`config.mk`:
```
export PLATFORM = sky130hd
export DESIGN_NAME = iir_mc
export DESIGN_NICKNAME = d
export VERILOG_FILES = /design/src/rtl/iir_mc_pkg.sv /design/src/rtl/iir_mc_mac.sv /design/src/rtl/iir_mc.sv
export SDC_FILE = /design/constraint.sdc
export NUM_CORES = 1
export LEC_CHECK = 0
export BUFFER_PORTS_ARGS = -buffer_cell sky130_fd_sc_hd__buf_2
export CAP_MARGIN = 20
export CORE_MARGIN = 5
export CORE_UTILIZATION = 58
export CTS_BUF_LIST = sky130_fd_sc_hd__clkbuf_2
export CTS_CLUSTER_DIAMETER = 150
export CTS_CLUSTER_SIZE = 30
export DETAILED_ROUTE_END_ITERATION = 6
export PLACE_DENSITY = 0.78
export SLEW_MARGIN = 20
export SYNTH_ARGS = -nofsm -noshare
export SYNTH_HDL_FRONTEND = slang
export SYNTH_SLANG_ARGS = --single-unit
```
`constraint.sdc`:
```
create_clock -name clk_i -period 23.7 [get_ports clk_i]
set_input_delay 4.74 -clock clk_i [delete_from_list [all_inputs] [get_ports clk_i]]
set_output_delay 4.74 -clock clk_i [all_outputs]
set_load 0.01 [all_outputs]
```
`src/rtl/iir_mc_pkg.sv`:
```
// Shared types and helpers for the multi-channel first-order IIR smoother.
// The pipeline record is sized for the widest supported build; narrower builds use the low bits.
package iir_mc_pkg;

   localparam int REC_DATA_W = 32;
   localparam int REC_COEF_W = 32;
   localparam int REC_CH_W   = 8;
   localparam int RS_W       = 128;

   function automatic int clog2_min1(input int n);
      return (n <= 2) ? 1 : $clog2(n);
   endfunction

   // Adds half an LSB of the result, then floors: rounds half toward +inf.
   function automatic logic signed [RS_W-1:0] round_shift(input logic signed [RS_W-1:0] prod,
                                                          input int frac);
      logic signed [RS_W-1:0] half;
      half = '0;
      half[frac-1] = 1'b1;
      return (prod + half) >>> frac;
   endfunction

   // Power-up coefficient: alpha = 1/8.
   function automatic logic [REC_COEF_W-1:0] coef_reset(input int frac);
      logic [REC_COEF_W-1:0] v;
      v = '0;
      v[frac-3] = 1'b1;
      return v;
   endfunction

   typedef struct packed {
      logic                          valid;
      logic [REC_CH_W-1:0]           chan;
      logic signed [REC_DATA_W-1:0]  x;
      logic signed [REC_DATA_W-1:0]  yp;
      logic signed [REC_DATA_W:0]    diff;
      logic [REC_COEF_W-1:0]         coef;
      logic                          bypass;
   } s1_rec_t;

endpackage

```
`src/rtl/iir_mc_mac.sv`:
```
// Combinational update y = yp + round(diff * coef / 2^COEF_FRAC).
// Because alpha <= 1 the result lies between yp and x, so the final truncation is lossless.
module iir_mc_mac
   import iir_mc_pkg::*;
#(
   parameter int DATA_W    = 16,
   parameter int COEF_W    = 16,
   parameter int COEF_FRAC = 15
) (
   input  logic signed [DATA_W:0]   diff_i,
   input  logic signed [DATA_W-1:0] yp_i,
   input  logic [COEF_W-1:0]        coef_i,
   output logic signed [DATA_W-1:0] y_o
);

   localparam int PROD_W = DATA_W + COEF_W + 2;

   logic signed [PROD_W-1:0] prod;
   logic signed [RS_W-1:0]   rounded;
   logic signed [DATA_W:0]   delta;
   logic signed [DATA_W:0]   y_wide;

   always_comb begin
      prod    = PROD_W'(diff_i) * PROD_W'($signed({1'b0, coef_i}));
      rounded = round_shift({{(RS_W-PROD_W){prod[PROD_W-1]}}, prod}, COEF_FRAC);
      delta   = rounded[DATA_W:0];
      y_wide  = (DATA_W+1)'(yp_i) + delta;
      y_o     = y_wide[DATA_W-1:0];
   end

endmodule

```
`src/rtl/iir_mc.sv`:
```
// Time-multiplexed multi-channel exponential smoother, two register stages, one sample per clock.
// Channel states live in flops so the asynchronous reset can clear them.
module iir_mc
   import iir_mc_pkg::*;
#(
   parameter int DATA_W    = 16,
   parameter int CHANNELS  = 4,
   parameter int COEF_W    = 16,
   parameter int COEF_FRAC = 15,
   localparam int CH_W     = clog2_min1(CHANNELS)
) (
   input  logic                     clk_i,
   input  logic                     reset_i,
   input  logic                     valid_i,
   input  logic [CH_W-1:0]          chan_i,
   input  logic signed [DATA_W-1:0] data_i,
   input  logic                     coef_we_i,
   input  logic [COEF_W-1:0]        coef_i,
   input  logic                     bypass_i,
   input  logic                     clear_i,
   output logic                     valid_o,
   output logic [CH_W-1:0]          chan_o,
   output logic signed [DATA_W-1:0] data_o
);

   localparam int CH_SLOTS = 1 << CH_W;
   localparam logic [COEF_W-1:0] COEF_ONE = COEF_W'(1) << COEF_FRAC;
   localparam logic [COEF_W-1:0] COEF_RST = COEF_W'(coef_reset(COEF_FRAC));

   logic signed [DATA_W-1:0] state_reg [CH_SLOTS];
   logic [COEF_W-1:0]        coef_reg;
   logic [COEF_W-1:0]        coef_next;
   s1_rec_t                  s1_reg;
   s1_rec_t                  s1_next;

   logic                     chan_ok;
   logic                     fwd_hit;
   logic signed [DATA_W-1:0] yp_rd;
   logic signed [DATA_W:0]   diff_next;
   logic signed [DATA_W-1:0] y_mac;
   logic signed [DATA_W-1:0] y_s2;

   assign coef_next = (coef_i > COEF_ONE) ? COEF_ONE : coef_i;

   always_ff @(posedge clk_i or posedge reset_i) begin
      if (reset_i)
         coef_reg <= COEF_RST;
      else if (coef_we_i)
         coef_reg <= coef_next;
   end

   // S1: read state, bypassing the memory when S2 is about to write the same channel.
   always_comb begin
      chan_ok   = int'(chan_i) < CHANNELS;
      fwd_hit   = s1_reg.valid && (s1_reg.chan == REC_CH_W'(chan_i));
      yp_rd     = fwd_hit ? y_s2 : state_reg[chan_i];
      diff_next = (DATA_W+1)'(data_i) - (DATA_W+1)'(yp_rd);

      s1_next        = '0;
      s1_next.valid  = valid_i && chan_ok;
      s1_next.chan   = REC_CH_W'(chan_i);
      s1_next.x      = REC_DATA_W'(data_i);
      s1_next.yp     = REC_DATA_W'(yp_rd);
      s1_next.diff   = (REC_DATA_W+1)'(diff_next);
      s1_next.coef   = REC_COEF_W'(coef_reg);
      s1_next.bypass = bypass_i;
   end

   always_ff @(posedge clk_i or posedge reset_i) begin
      if (reset_i)
         s1_reg <= '0;
      else if (clear_i)
         s1_reg <= '0;
      else
         s1_reg <= s1_next;
   end

   iir_mc_mac #(
      .DATA_W    (DATA_W),
      .COEF_W    (COEF_W),
      .COEF_FRAC (COEF_FRAC)
   ) u_mac (
      .diff_i (s1_reg.diff[DATA_W:0]),
      .yp_i   (s1_reg.yp[DATA_W-1:0]),
      .coef_i (s1_reg.coef[COEF_W-1:0]),
      .y_o    (y_mac)
   );

   assign y_s2 = s1_reg.bypass ? s1_reg.x[DATA_W-1:0] : y_mac;

   // S2: commit result to the channel state and the output registers.
   always_ff @(posedge clk_i or posedge reset_i) begin
      if (reset_i) begin
         for (int i = 0; i < CH_SLOTS; i++)
            state_reg[i] <= '0;
      end else if (clear_i) begin
         for (int i = 0; i < CH_SLOTS; i++)
            state_reg[i] <= '0;
      end else if (s1_reg.valid) begin
         state_reg[s1_reg.chan[CH_W-1:0]] <= y_s2;
      end
   end

   always_ff @(posedge clk_i or posedge reset_i) begin
      if (reset_i) begin
         valid_o <= 1'b0;
         chan_o  <= '0;
         data_o  <= '0;
      end else if (clear_i) begin
         valid_o <= 1'b0;
      end else begin
         valid_o <= s1_reg.valid;
         if (s1_reg.valid) begin
            chan_o <= s1_reg.chan[CH_W-1:0];
            data_o <= y_s2;
         end
      end
   end

endmodule

```
After elaboration in Yosys (flattened, before gate mapping)
Index checks and enable logic that the tools add are counted.

word-level totals
  register bits after elaboration = 174
  input bits = 40
  word-level logic and storage cells = 44

cells by class
  multipliers = 1
  reduce and logical (&&, ||, !) cells = 4
  add/sub/neg operators = 3
  multiplexer cells = 13
  $lt $le $gt $ge = 4
  equal/unequal tests = 1
  bitwise logic cells = 3

operator list
  cell                    number
  $mux 139                1
  $mux 64                 2
  $mux 16                 6
  $bwmux 64               1
  $bmux 16 s2             1
  $demux 16 s2            1
  $add 31x16->31 const B  1
  $mul 17x17->31          1
  $sub 16x16->17          1
  $add 16x16->16          1
  $gt 16x16->1 const B    1
  $eq 8x2->1              1
  $ge 3x3->1 const B      2
  $not 2->3               2
  $lt 3x1->1 const B      1
  $logic_and 1x1->1       2
  $reduce_and 2->1        1
  $reduce_bool 2->1       1
  $mux 1                  1
  $not 1->1               1

Logic depth before layout (Yosys ltp)
  depth in word-level cells = 8
  depth in mapped cells = 41

By module
Synthesis repeated with hierarchy kept, for this count alone.

second synthesis, totals
  cell total of the unflattened synthesis = 1771
  area total of the unflattened synthesis = 17748.3 sq um

modules (own cells, without submodules)
  module      cells an instance  area each (sq um)  times used
  iir_mc_mac  1165               10445.0            1
  iir_mc      606                7303.3             1

Worst setup path after synthesis
No wires, ideal clock.

  path kind = register to register
  start = register s1_reg[3] in the netlist's numbering
  end = register s1_reg[48] in the netlist's numbering
  cell stages (with the launch flop) = 40
  period minus slack after synthesis = 8595 ps
  buffers on the path = 1
  arrival = 8468 ps
  setup slack = 15105 ps
  required time = 23572 ps
  cells stage by stage = dfrtp_1 > clkbuf_1 > and2_1 > fa_1 > inv_1 > fa_1 > fa_1 > fa_1 > inv_1 > fa_1 > inv_1 > fa_1 > inv_1 > ha_1 > o211ai_1 > nor3_1 > o31ai_2 > a31oi_1 > [... 4 more ...] > xnor2_1 > ha_1 > nand3_1 > nor2_1 > or3_1 > a21boi_1 > xnor2_1 > mux2i_1 > nor2_1 > a21oi_1 > ha_1 > and3_1 > a21oi_1 > o31a_1 > a211oi_1 > a211o_1 > o31ai_1 > mux2_1

on the way
  cells in the longest elaborated chain, start to end = 7

ends and longest elaborated chain
  element                 line              RTL
  start, declared         iir_mc.sv:33      s1_rec_t s1_reg;
  start signal, assigned  iir_mc.sv:75      s1_reg <= s1_next;
  $mul 17x17->31          iir_mc_mac.sv:24  prod = PROD_W'(diff_i) * PROD_W'($signed({1'b0, coef_i}));
  $add 31x16->31          iir_mc_pkg.sv:20  return (prod + half) >>> frac;
  $add 16x16->16          iir_mc_mac.sv:27  y_wide = (DATA_W+1)'(yp_i) + delta;
  $mux 16                 iir_mc.sv:89      assign y_s2 = s1_reg.bypass ? s1_reg.x[DATA_W-1:0] : y_mac;
  $mux 16                 iir_mc.sv:56      yp_rd = fwd_hit ? y_s2 : state_reg[chan_i];
  $sub 16x16->17          iir_mc.sv:57      diff_next = (DATA_W+1)'(data_i) - (DATA_W+1)'(yp_rd);
  $mux 139                iir_mc.sv:72      else if (clear_i)

No other way between the ends.
A chain may end at the register's enable or synchronous reset.

Worst setup path in the final report
  start = register s1_reg[39] in the netlist's numbering
  end = register s1_reg[48] in the netlist's numbering

Same word-level chain as after synthesis.

==> results by group <==
Die
  – Row count: 64
  – IO Pins: 59
  – Die area: approximately 34000 um^2
  – Die X: between 150 and 200 um
  – Initial Util: 0.587
  – Die span in y: approximately 190 um
  – Core Area: roughly 31000 um^2

Clocking
  – Clk pin slew, worst setup/hold paths: 0.28 ns
  – Worst skew pair latency: about 0.76 ns
  – CTS buffer count: 17
  – Clock sink total: 168
  – CTS Hold Bufs: 0
  – Cts repair resizes: 0
  – Post-CTS repair timing setup buffer count: 0
  – CTS max path bufs: 2
  – Root Driver: clkbuf_2
  – Htree depth: 4
  – CTS tree: built

Finish
  – Area of the multi-input gates: approximately 12000 um^2
  – Final #Nets: about 2.3k
  – Filler cell count: roughly 2.5k
  – Final Core Density: 0.615
  – Sequential cell area: around 4200 um^2
  – Area Overhead vs Synth: 4.86%
  – Layout cells sized above 1: 0.0745
  – Largest register FFs: 69
  – Final instance area: around 19000 um^2

Drt
  – Iter 0 DRT Violations: between 800 and 900
  – TritonRoute pass-1 iters: 7
  – Routed Antenna Nets: 0
  – Vias/cell: 5.57
  – Total Wirelength: between 30000 and 40000 um
  – Remaining DRCs: 0
  – Wire per inst: ~18 um
  – Vias: 12.5k

Power and ir drop
  – PwrDens: ~57 nW/um^2
  – Clock power share: 0.174
  – Int Pwr: roughly 600 uW
  – Sequential share of power: 0.349
  – Maximum vdd drop: 0.0541 mV
  – Switching Fraction: 0.431
  – Pleak: about 9.7 nW
  – Tot Pwr: approximately 1.1 mW
  – Sw Pwr: approximately 460 uW
  – Comb power frac: 0.478

Logic synthesis
  – Synth Cell Area: approximately 18000 um^2
  – Sequential-to-total area share from yosys stat: 0.235
  – Ys flop type: dfrtp_1
  – Post-synth EDFFs: 0
  – Seq cells post-synth: 168
  – Top cell type's share of synthesized area: 0.291
  – YS warnings: 0
  – Ys async rst share: 1.00
  – Synth Area per Inst: a little under 10 um^2
  – Synth cell types: 67
  – Area contributors post-synth: fa_1 29%, dfrtp_1 23%, ha_1 8.7%, inv_1 8.0%, and2_1 6.4%
  – Syn Nets: approximately 2.2k
  – Post-synth top area cell: fa_1
  – Syn Inst Count: 1825

Critical path
  – Crit Path Class: reg -> reg
  – Startpoint Class: register
  – Crit end category: register
  – Crit path max-delay cell type: dfrtp_1
  – CP most frequent cell: fa_1
  – Critical Path AT: 10.33 ns
  – CP max stage delay: slightly above 0.9 ns
  – Crit-path max FO: 16
  – WP data required: about 24 ns

Placement
  – PortBufs: 58
  – Post-DP HPWL: about 30000 um
  – Dpl cell area: between 15000 and 20000 um^2
  – Routability Congestion: approximately 0.91

Global route
  – Initial antenna violation count: 1
  – Number of global-route vias before repair: 14.0k
  – GRT Total Usage: 0.247
  – First-pass GRT wire length: about 70000 um
  – GR Overflow Total: 0
  – Largest net degree at the start of global routing: between 90 and 100

STA
  – Count of final setup violators: 0
  – Max Transition Viols Final: 0
  – Final period util: 0.409
  – Worst rel slew slack: 0.321
  – FMAX: ~100 MHz
  – Minimum clock period: 9.69 ns
  – Setup TNS: 0 ns
  – Hold Violations, Final: 0
  – Unrepaired setup endpoints after global routing: false
  – Setup Skew: 0.0516 ns
  – Worst Tran Pin Value: 1.01 ns
  – Hold WS: roughly 0.47 ns

Outcome
  – Status: complete, no violations

Flow run
  – Max-cap violations: 0

Min path
  – Min-Delay Path Class: reg -> reg
## synth_stat cells, types with 3 or more instances
library cell and number:
and3_1 4, o31ai_1 3, a32o_1 4, a211oi_1 3
a21oi_1 42, o21bai_1 3, o21a_1 9, mux4_2 16
o21ai_0 31, fa_1 260, nor4_1 3, nor3_1 19
o21ai_1 6, xnor2_2 3, buf_1 3, nand4_1 3
mux2i_1 10, dfrtp_1 167, a21o_1 20, mux2_2 4
clkbuf_1 65, ha_1 124, o211ai_1 4, buf_6 4
o221ai_1 4, nand3_1 12, nor2b_1 30, nand2b_1 7
xor2_1 14, a31oi_1 3, nor2_1 90, inv_1 382
nand2_1 154, a22o_1 52, and2_1 183, nand3b_1 9
xnor2_1 39
## logic make-up (layout without fill, tap and decap cells)
kind of cell	after synthesis	count (layout)	synth area share
fa+ha+maj	384	384	0.378
simple gates	522	522	0.148
other cells	0	1	0
xor+xnor	56	56	0.0287
buf+inv	456	483	0.0976
compound gates	208	208	0.0844
flops	168	168	0.235
mux	31	31	0.0289
## worst max-delay path: cells and delay by family, from the launching register on
family | cells | cell delay (ns)
DFF | 1 | 0.91
adders and majority gates | 9 | 3.73
AOI/OAI and AO/OA | 13 | 2.52
xor gates and xnor gates | 2 | 0.27
and+or+nand+nor | 8 | 1.36
muxes | 2 | 0.57
buffers and inverters | 4 | 0.22
## final cells by class
class / count / share of cell area
Sequential cell: 168 / 0.224
Clock buffer: 18 / 0.00480
Clock inverter: 14 / 0.0113
Timing Repair Buffer: 69 / 0.0201
Antenna cell: 1 / 0.000133
Inverter: 382 / 0.0767
Tap cell: 396 / 0.0264
Multi-Input combinational cell: 1201 / 0.637
## placed cells by master, fill, tap and decap left out, types with 4 or more instances in the layout
master | Yosys | layout
inv_1 | 382 | 381
fa_1 | 260 | 260
and2_1 | 183 | 183
dfrtp_1 | 167 | 166
nand2_1 | 154 | 154
ha_1 | 124 | 124
nor2_1 | 90 | 90
buf_2 | 1 | 58
a22o_1 | 52 | 52
a21oi_1 | 42 | 42
xnor2_1 | 39 | 39
o21ai_0 | 31 | 31
nor2b_1 | 30 | 30
a21o_1 | 20 | 20
nor3_1 | 19 | 19
clkbuf_2 | 0 | 18
mux4_2 | 16 | 16
xor2_1 | 14 | 14
nand3_1 | 12 | 12
mux2i_1 | 10 | 10
buf_4 | 1 | 10
o21a_1 | 9 | 9
nand3b_1 | 9 | 9
nand2b_1 | 7 | 7
o21ai_1 | 6 | 6
inv_6 | 0 | 5
mux2_2 | 4 | 4
o211ai_1 | 4 | 4
and3_1 | 4 | 4
a32o_1 | 4 | 4
o221ai_1 | 4 | 4
bufinv_16 | 0 | 4
## routing by layer
metal	track usage	vias up	share of wire
li1	-	5667	-
met3	0.0387	76	0.053
met4	0.0720	0	0.025
met5	0	-	0
met2	0.435	411	0.51
met1	0.320	6378	0.41
## power groups by stage
| stage | combinational [mW] | sequential, mW | clock, mW |
|---|---|---|---|
| 2_1_floorplan | 0.382 | 0.346 | 0 |
| 3_3_place_gp | 0.490 | 0.373 | 0 |
| 3_5_place_dp | 0.501 | 0.374 | 0 |
| 4_1_cts | 0.510 | 0.369 | 0.188 |
| 5_1_grt | 0.573 | 0.376 | 0.201 |
| 6_report | 0.507 | 0.370 | 0.184 |
## stage by stage
step / worst slack (ns) / instances
after detailed placement: 14.23 / 2216
final: 14.01 / 2249
after CTS: 14.15 / 2248
after floorplan: 14.41 / 1825
after global placement: 14.38 / 2216
after global routing: 13.42 / 2249
## worst paths after layout
kind                             start       endpoint  slack (ns)  depth (start not counted)
setup / recovery            s1_reg[39]     s1_reg[48]       14.01                         38
min in group asynchronous      reset_i   coef_reg[10]        4.10                          2
hold / removal             coef_reg[8]      s1_reg[9]        0.47                          2
hold reg to reg            coef_reg[8]      s1_reg[9]        0.47                          2
max in group asynchronous      reset_i  state_reg[11]       18.33                          3
setup reg to reg            s1_reg[39]     s1_reg[48]       14.01                         38
No activity file was read; power rests on OpenSTA's default activity.
